$ cat config.mk
export PLATFORM = sky130hd
export DESIGN_NAME = pc_next_unit_flat
export DESIGN_NICKNAME = d
export VERILOG_FILES = /design/src/rtl/pc_next_unit_if.sv /design/src/rtl/pc_next_unit.sv /design/src/flat_wrapper.sv
export SDC_FILE = /design/constraint.sdc
export NUM_CORES = 1
export LEC_CHECK = 0
export ABC_AREA = 1
export ABC_CLOCK_PERIOD_IN_PS = 5400
export CAP_MARGIN = 20
export CORE_MARGIN = 2
export CORE_UTILIZATION = 45
export DETAILED_ROUTE_END_ITERATION = 10
export DONT_BUFFER_PORTS = 1
export PLACE_DENSITY_LB_ADDON = 0.12
export SYNTH_ARGS = -nofsm -noshare
export SYNTH_HDL_FRONTEND = slang
export SYNTH_SLANG_ARGS = --single-unit
$ cat constraint.sdc
create_clock -name clk -period 5.4 [get_ports clk]
set_input_delay 1.08 -clock clk [delete_from_list [all_inputs] [get_ports clk]]
set_output_delay 1.08 -clock clk [all_outputs]
set_load 0.1 [all_outputs]
$ cat src/rtl/pc_next_unit_if.sv
// Bus between branch resolution / fetch logic and the PC unit.
// The master drives the resolved select and operands; the slave returns PC state.
interface pc_next_unit_if #(
   parameter int XLEN  = 32,
   parameter int CNT_W = 32
);
   logic [1:0]       pcsrc;
   logic [XLEN-1:0]  imm;
   logic [XLEN-1:0]  jalr_base;
   logic             stall;
   logic             halt_req;
   logic [XLEN-1:0]  pc;
   logic [XLEN-1:0]  pc_plus4;
   logic             fetch_en;
   logic             halted;
   logic             misalign_fault;
   logic [XLEN-1:0]  fault_pc;
   logic [XLEN-1:0]  fault_target;
   logic [CNT_W-1:0] retired_cnt;

   modport master (
      output pcsrc, imm, jalr_base, stall, halt_req,
      input  pc, pc_plus4, fetch_en, halted, misalign_fault,
             fault_pc, fault_target, retired_cnt
   );

   modport slave (
      input  pcsrc, imm, jalr_base, stall, halt_req,
      output pc, pc_plus4, fetch_en, halted, misalign_fault,
             fault_pc, fault_target, retired_cnt
   );
endinterface

$ cat src/rtl/pc_next_unit.sv
// Program counter and next-PC generator with boot/run/halt/fault control
// and a retired-instruction counter.
module pc_next_unit #(
   parameter int              XLEN     = 32,
   parameter logic [XLEN-1:0] RESET_PC = 32'h0000_0000,
   parameter int              CNT_W    = 32
) (
   input logic                clk,
   input logic                rst,
   pc_next_unit_if.slave      bus_io
);

   typedef enum logic [1:0] {
      ST_BOOT  = 2'd0,
      ST_RUN   = 2'd1,
      ST_HALT  = 2'd2,
      ST_FAULT = 2'd3
   } state_t;

   state_t           state_q;
   logic [XLEN-1:0]  pc_q;
   logic             fetch_en_q;
   logic             halted_q;
   logic             fault_q;
   logic [XLEN-1:0]  fault_pc_q;
   logic [XLEN-1:0]  fault_target_q;
   logic [CNT_W-1:0] retired_cnt_q;

   logic [XLEN-1:0]  pc_plus4_d;
   logic [XLEN-1:0]  target_d;
   logic             misalign_d;
   logic             unused_jalr_lsb;

   assign pc_plus4_d      = pc_q + XLEN'(4);
   assign unused_jalr_lsb = bus_io.jalr_base[0];

   // NOTE: every signal written in always_comb gets a default first, so no path leaves it unassigned and no latch is inferred.
   always_comb begin
      target_d = pc_q;
      case (bus_io.pcsrc)
         2'b00:   target_d = pc_plus4_d;
         2'b01:   target_d = pc_q + bus_io.imm;
         2'b10:   target_d = {bus_io.jalr_base[XLEN-1:1], 1'b0};
         default: target_d = pc_q;
      endcase
      misalign_d = target_d[1] && (bus_io.pcsrc == 2'b01 || bus_io.pcsrc == 2'b10);
   end

   // NOTE: state is updated with non-blocking assignments so every register samples pre-edge values regardless of statement order.
   always_ff @(posedge clk or posedge rst) begin
      if (rst) begin
         state_q        <= ST_BOOT;
         pc_q           <= RESET_PC;
         fetch_en_q     <= 1'b0;
         halted_q       <= 1'b0;
         fault_q        <= 1'b0;
         fault_pc_q     <= '0;
         fault_target_q <= '0;
         retired_cnt_q  <= '0;
      end else begin
         case (state_q)
            ST_BOOT: begin
               state_q    <= ST_RUN;
               fetch_en_q <= 1'b1;
            end
            ST_RUN: begin
               // halt outranks both stall and a pending misalignment fault
               if (bus_io.halt_req) begin
                  state_q    <= ST_HALT;
                  fetch_en_q <= 1'b0;
                  halted_q   <= 1'b1;
               end else if (!bus_io.stall) begin
                  if (misalign_d) begin
                     state_q        <= ST_FAULT;
                     fetch_en_q     <= 1'b0;
                     fault_q        <= 1'b1;
                     fault_pc_q     <= pc_q;
                     fault_target_q <= target_d;
                  end else begin
                     pc_q          <= target_d;
                     retired_cnt_q <= retired_cnt_q + CNT_W'(1);
                  end
               end
            end
            default: ;
         endcase
      end
   end

   assign bus_io.pc             = pc_q;
   assign bus_io.pc_plus4       = pc_plus4_d;
   assign bus_io.fetch_en       = fetch_en_q;
   assign bus_io.halted         = halted_q;
   assign bus_io.misalign_fault = fault_q;
   assign bus_io.fault_pc       = fault_pc_q;
   assign bus_io.fault_target   = fault_target_q;
   assign bus_io.retired_cnt    = retired_cnt_q;

endmodule

$ cat src/flat_wrapper.sv
// flat-port wrapper written by rule: the top's interface ports become plain ports
module pc_next_unit_flat 
#(
   parameter int              XLEN     = 32,
   parameter logic [XLEN-1:0] RESET_PC = 32'h0000_0000,
   parameter int              CNT_W    = 32
)
  (clk, rst, bus_io_pcsrc, bus_io_imm, bus_io_jalr_base, bus_io_stall, bus_io_halt_req, bus_io_pc, bus_io_pc_plus4, bus_io_fetch_en, bus_io_halted, bus_io_misalign_fault, bus_io_fault_pc, bus_io_fault_target, bus_io_retired_cnt);
  pc_next_unit_if #(.XLEN(XLEN), .CNT_W(CNT_W)) bus_io_i ();
  input logic clk;
  input logic rst;
  input wire logic [$bits(bus_io_i.pcsrc)-1:0] bus_io_pcsrc;
  input wire logic [$bits(bus_io_i.imm)-1:0] bus_io_imm;
  input wire logic [$bits(bus_io_i.jalr_base)-1:0] bus_io_jalr_base;
  input wire logic [$bits(bus_io_i.stall)-1:0] bus_io_stall;
  input wire logic [$bits(bus_io_i.halt_req)-1:0] bus_io_halt_req;
  output wire logic [$bits(bus_io_i.pc)-1:0] bus_io_pc;
  output wire logic [$bits(bus_io_i.pc_plus4)-1:0] bus_io_pc_plus4;
  output wire logic [$bits(bus_io_i.fetch_en)-1:0] bus_io_fetch_en;
  output wire logic [$bits(bus_io_i.halted)-1:0] bus_io_halted;
  output wire logic [$bits(bus_io_i.misalign_fault)-1:0] bus_io_misalign_fault;
  output wire logic [$bits(bus_io_i.fault_pc)-1:0] bus_io_fault_pc;
  output wire logic [$bits(bus_io_i.fault_target)-1:0] bus_io_fault_target;
  output wire logic [$bits(bus_io_i.retired_cnt)-1:0] bus_io_retired_cnt;
  assign bus_io_i.pcsrc = bus_io_pcsrc;
  assign bus_io_i.imm = bus_io_imm;
  assign bus_io_i.jalr_base = bus_io_jalr_base;
  assign bus_io_i.stall = bus_io_stall;
  assign bus_io_i.halt_req = bus_io_halt_req;
  assign bus_io_pc = bus_io_i.pc;
  assign bus_io_pc_plus4 = bus_io_i.pc_plus4;
  assign bus_io_fetch_en = bus_io_i.fetch_en;
  assign bus_io_halted = bus_io_i.halted;
  assign bus_io_misalign_fault = bus_io_i.misalign_fault;
  assign bus_io_fault_pc = bus_io_i.fault_pc;
  assign bus_io_fault_target = bus_io_i.fault_target;
  assign bus_io_retired_cnt = bus_io_i.retired_cnt;
  pc_next_unit #(.XLEN(XLEN), .RESET_PC(RESET_PC), .CNT_W(CNT_W)) u_core (.clk(clk), .rst(rst), .bus_io(bus_io_i));
endmodule
# Word level (Yosys, flattened, before mapping)
# Index checks and enable logic that the tools add are counted.
[totals]
out_inout_bits = 163
elab_cells = 37
regBits = 133
[classes]
n_bitwise = 3
add_sub_neg = 3
mux = 9
n_reduce_logical = 9
eq_ne = 5
[ops]
columns = ["op", "count"]
rows = [
  ["$pmux W32 S3", 1],
  ["$add A32 B1 Y32 const B", 1],
  ["$add A32 B3 Y32 const B", 1],
  ["$add A32 B32 Y32", 1],
  ["$reduce_and A4 Y1", 2],
  ["$mux W2", 3],
  ["$eq A2 B1 Y1 const B", 2],
  ["$logic_not A2 Y1", 2],
  ["$pmux W2 S2", 1],
  ["$mux W1", 3],
  ["$ne A3 B2 Y1 const B", 1],
  ["$ne A3 B3 Y1 const B", 1],
  ["$not A1 Y1", 3],
  ["$reduce_and A3 Y1", 1],
  ["$eq A2 B2 Y1 const B", 1],
  ["$pmux W1 S2", 1],
  ["$reduce_and A2 Y1", 1],
  ["$reduce_bool A2 Y1", 1],
  ["$logic_and A1 B1 Y1", 1],
  ["$logic_or A1 B1 Y1", 1],
]

# Longest topological paths before layout
[depth]
word_depth = 7
ltp_mapped = 16
ltp_nobuf = 16

# Worst setup path after synthesis
# Ideal clock, no wire load.
[synth_path]
path_type = "register to output"
startpoint = "register u_core.pc_q[2], in the netlist u_core.bus_io.pc[2]"
endpoint = "output port bus_io_pc_plus4[11]"
n_path_buf = 0
slack_ps = 755
path_stages_with_launch = 4
arrival_ps = 3565
path_cell_list = "dfrtp_1 > inv_1 > nor2_2 > xor2_1"
[synth_between]
elab_chain_len = 1
[synth_lines]
columns = ["element", "line", "rtl"]
rows = [
  ["from (decl)", "pc_next_unit.sv:21", "logic [XLEN-1:0] pc_q;"],
  ["from (signal assigned)", "pc_next_unit.sv:80", "pc_q <= target_d;"],
  ["$add A32 B3 Y32", "pc_next_unit.sv:34", "assign pc_plus4_d = pc_q + XLEN'(4);"],
  ["to (decl)", "flat_wrapper.sv:18", "output wire logic [$bits(bus_io_i.pc_plus4)-1:0] bus_io_pc_plus4;"],
]
# Every way passes these cells.

# Worst setup path in the final report
[layout_path]
startpoint = "register u_core.pc_q[19], in the netlist u_core.bus_io.pc[19]"
endpoint = "output port bus_io_pc_plus4[31]"
# The elaborated chain is that of the path after synthesis.

==> out/summary.log <==
INFO  status         status=completed
INFO  critical_path  path_class=flip-flop to primary output
INFO  finish         post_route_cells_drive_above_1_share=0.103
INFO  finish         antenna-diode-count=0
INFO  power_and_ir_drop p_seq_frac=0.395
INFO  synthesis      yosysWarnings=0
INFO  clock_tree     clk_latency=430ps
INFO  synthesis      ys_seq_area_frac=0.338
INFO  detailed_routing wirelength_routed=34,600um
INFO  critical_path  cp-end-kind=primary output
INFO  synthesis      postSynthNetCount=1,618
INFO  place          detailedPlacementHpwl=27,000um
INFO  clock_tree     clk_pin_slew=70ps
INFO  place          place.gp.congestion=0.953
INFO  grt            initial_antenna_violation_count=0
INFO  timing         hold_viol=0
INFO  detailed_routing antenna_left=0
INFO  power_and_ir_drop power.density_cell_area=276mW/mm2
INFO  synthesis      synth_area_per_cell=6.52um2
INFO  grt            number_of_global_route_vias_before_repair=9,098
INFO  floorplanning  rows=54
INFO  synthesis      synth_ff_type=dfrtp_1
INFO  critical_path  setup.worst_path.start_class=flip-flop
INFO  finish         layout.cells.most_common_list=578 x nand2_1, 201 x inv_1, 148 x nand3_1
INFO  timing         finalMaxSlewViolations=0
INFO  power_and_ir_drop comb_power_share=0.201
INFO  clock_tree     cts_sink_count=133
INFO  floorplanning  die_w=152um
INFO  clock_tree     cts_repair_resize_count=0
INFO  timing         rsz0062_at_grt=no
INFO  grt            maximum_number_of_pins_on_one_net_before_global_route_repair=101
INFO  detailed_routing avgRoutedWirePerCell=18.8um
INFO  finish         area_growth_syn_to_layout=12.9%
INFO  synthesis      synth_enable_flop_cells=0
INFO  timing         timing_worst_slew_pin_value=1130ps
INFO  floorplanning  floorplan.initialDensity=0.455
INFO  hold_path      hold_class=flip-flop to flip-flop
INFO  power_and_ir_drop p_leak=0.00592uW
INFO  floorplanning  ios=233
INFO  synthesis      post_synthesis_async_set_or_reset_flop_share=1.00
INFO  synthesis      number_of_distinct_standard_cells_referenced_by_the_synthesized_netlist=44
INFO  clock_tree     clockBufferDepth=2
INFO  timing         minimum_clock_period_after_layout=4320ps
INFO  detailed_routing route.detailed.vias_per_inst=5.25
INFO  clock_tree     ctsHoldBuffers=0
INFO  place          place.port_buffers=0
INFO  grt            grt_first_pass_wirelength=53,200um
INFO  detailed_routing drc=0
INFO  detailed_routing route.vias.total=9,656
INFO  clock_tree     cts_root_buf=clkbuf_16
INFO  clock_tree     postCtsSetupBuffers=0
INFO  power_and_ir_drop power_report.internal_total=1910uW
INFO  power_and_ir_drop power.ir.vdd_worst=203uV
INFO  floorplanning  dieArea=0.0231mm2
INFO  clock_tree     cts_made_buffers=17
INFO  grt            total_routing_usage_gr=0.299
INFO  timing         maxSlewHeadroom=0.245
INFO  timing         worst_skew=13.8ps
INFO  power_and_ir_drop sw_power=1150uW
INFO  finish         final.fill_count=2,260
INFO  critical_path  cp_data_arrival_time=3240ps
INFO  timing         timing.fmax=232MHz
INFO  critical_path  critical_path_peak_fanout=6
INFO  synthesis      syn_area=0.00984mm2
INFO  clock_tree     ctsHtreeMaxLevel=4
INFO  synthesis      gate_count_after_technology_mapping=1,510
INFO  power_and_ir_drop power.clock.fraction=0.404
INFO  finish         fin_nets=1,654
INFO  detailed_routing detail_route.first_pass.iterations=6
INFO  floorplanning  floorplan.core_area=0.0216mm2
INFO  synthesis      ys_ff_latch=133
INFO  grt            grt.overflow.total=0
INFO  critical_path  required_time_worst_endpoint=4320ps
INFO  detailed_routing drt_iter0_drc=820
INFO  finish         mostFrequentLayoutCell=nand2_1
INFO  job            drv_cap=0
INFO  power_and_ir_drop switching_share=0.375
INFO  clock_tree     tritoncts=yes
INFO  timing         final.hold.worst_slack=506ps
INFO  floorplanning  floorplan.die.height=152um
INFO  timing         timing.setup.tns=0ps
INFO  timing         layout_worst_path_cycle_share=0.799
INFO  timing         finalSetupViolCount=0
-- path summary, 6_finish.rpt --
| path | start | to | slack, ps | cells past startpoint |
|---|---|---|---|---|
| min reg2reg | u_core.bus_io.pc[16] | u_core.bus_io.pc[16] | 510 | 2 |
| max | u_core.bus_io.pc[19] | bus_io_pc_plus4[31] | 1080 | 8 |
| min in group asynchronous | rst | u_core.bus_io.fault_pc[0] | 720 | 1 |
| max in group asynchronous | rst | u_core.bus_io.retired_cnt[27] | 3590 | 2 |
| max reg2reg | u_core.bus_io.pc[1] | u_core.bus_io.retired_cnt[15] | 2020 | 13 |
| min | u_core.bus_io.pc[16] | u_core.bus_io.pc[16] | 510 | 2 |
-- cell usage after synthesis, types with 9 or more instances --
cell | number | share of area
o21ai_0 | 21 | 0.011
xnor2_1 | 19 | 0.017
ha_1 | 37 | 0.047
nand4_1 | 9 | 0.0057
inv_1 | 202 | 0.077
nand2_1 | 578 | 0.22
xor2_1 | 26 | 0.023
clkbuf_1 | 12 | 0.0046
buf_2 | 17 | 0.0086
o21ai_1 | 50 | 0.025
inv_2 | 11 | 0.0042
a21oi_1 | 52 | 0.026
nor3_1 | 26 | 0.013
dfrtp_1 | 133 | 0.34
nand3_1 | 148 | 0.075
nor2_1 | 86 | 0.033
-- area by class of cell --
| class | count | area (um2) | share of cell area |
|---|---|---|---|
| flip-flops and latches | 133 | 3330 | 0.300 |
| clock inverters | 13 | 170 | 0.0153 |
| inverters | 215 | 816 | 0.0735 |
| multi-input cells | 1122 | 5570 | 0.501 |
| clock buffers | 19 | 443 | 0.0399 |
| repair buffers | 57 | 428 | 0.0385 |
| well taps | 280 | 350 | 0.0315 |
-- sequential cells by signal, summed over array words and instances (netlist names) --
| register | flops |
|---|---|
| u_core.bus_io.fault_pc | 32 |
| u_core.bus_io.fault_target | 32 |
| u_core.bus_io.pc | 32 |
| u_core.bus_io.retired_cnt | 32 |
| u_core.state_q | 2 |
| u_core.bus_io.fetch_en | 1 |
| u_core.bus_io.halted | 1 |
| u_core.bus_io.misalign_fault | 1 |
-- critical path, stage by stage, from the launching register on --
cell	delay, ps
dfrtp_1	1090
inv_1	290
nor3_1	310
nand2_1	120
nor2_1	140
nand2_1	60
nand2_1	70
nand2_1	100
inv_1	620
-- power by group through the flow --
stage / sequential, uW / combinational [uW] / clock, uW
6_report: 1210 / 616 / 1240
5_1_grt: 1210 / 670 / 1290
4_1_cts: 1210 / 614 / 1240
3_5_place_dp: 1230 / 612 / 0
3_3_place_gp: 1230 / 609 / 0
2_1_floorplan: 1300 / 384 / 0
-- per-layer routing --
metal	track usage	part of all wire
met1	0.389	0.41
met2	0.489	0.47
met3	0.0619	0.081
met4	0.116	0.037
met5	0	0
-- cell families (layout without fill, tap and decap cells) --
group,Yosys count,after routing,synth area share
AND/OR/NAND/NOR,903,903,0.393
adder cells (fa/ha/maj),38,38,0.0491
flip-flops,133,133,0.338
XOR/XNOR,46,46,0.0417
buffers and inverters,255,304,0.104
AO/OA/AOI/OAI,135,135,0.0730
-- through the flow --
step / util / cells / total power [uW] / instance area [um2] / setup slack [ps]
after global routing: 0.514 / 1839 / 3170 / 11100 / 887
final: 0.514 / 1839 / 3060 / 11100 / 1080
after floorplan: - / 1510 / 1690 / 9840 / 755
after global placement: 0.485 / 1807 / 1830 / 10500 / 1590
after detailed placement: 0.485 / 1807 / 1840 / 10500 / 1560
after CTS: 0.514 / 1839 / 3070 / 11100 / 1090
Power figures use the tool's default switching activity.
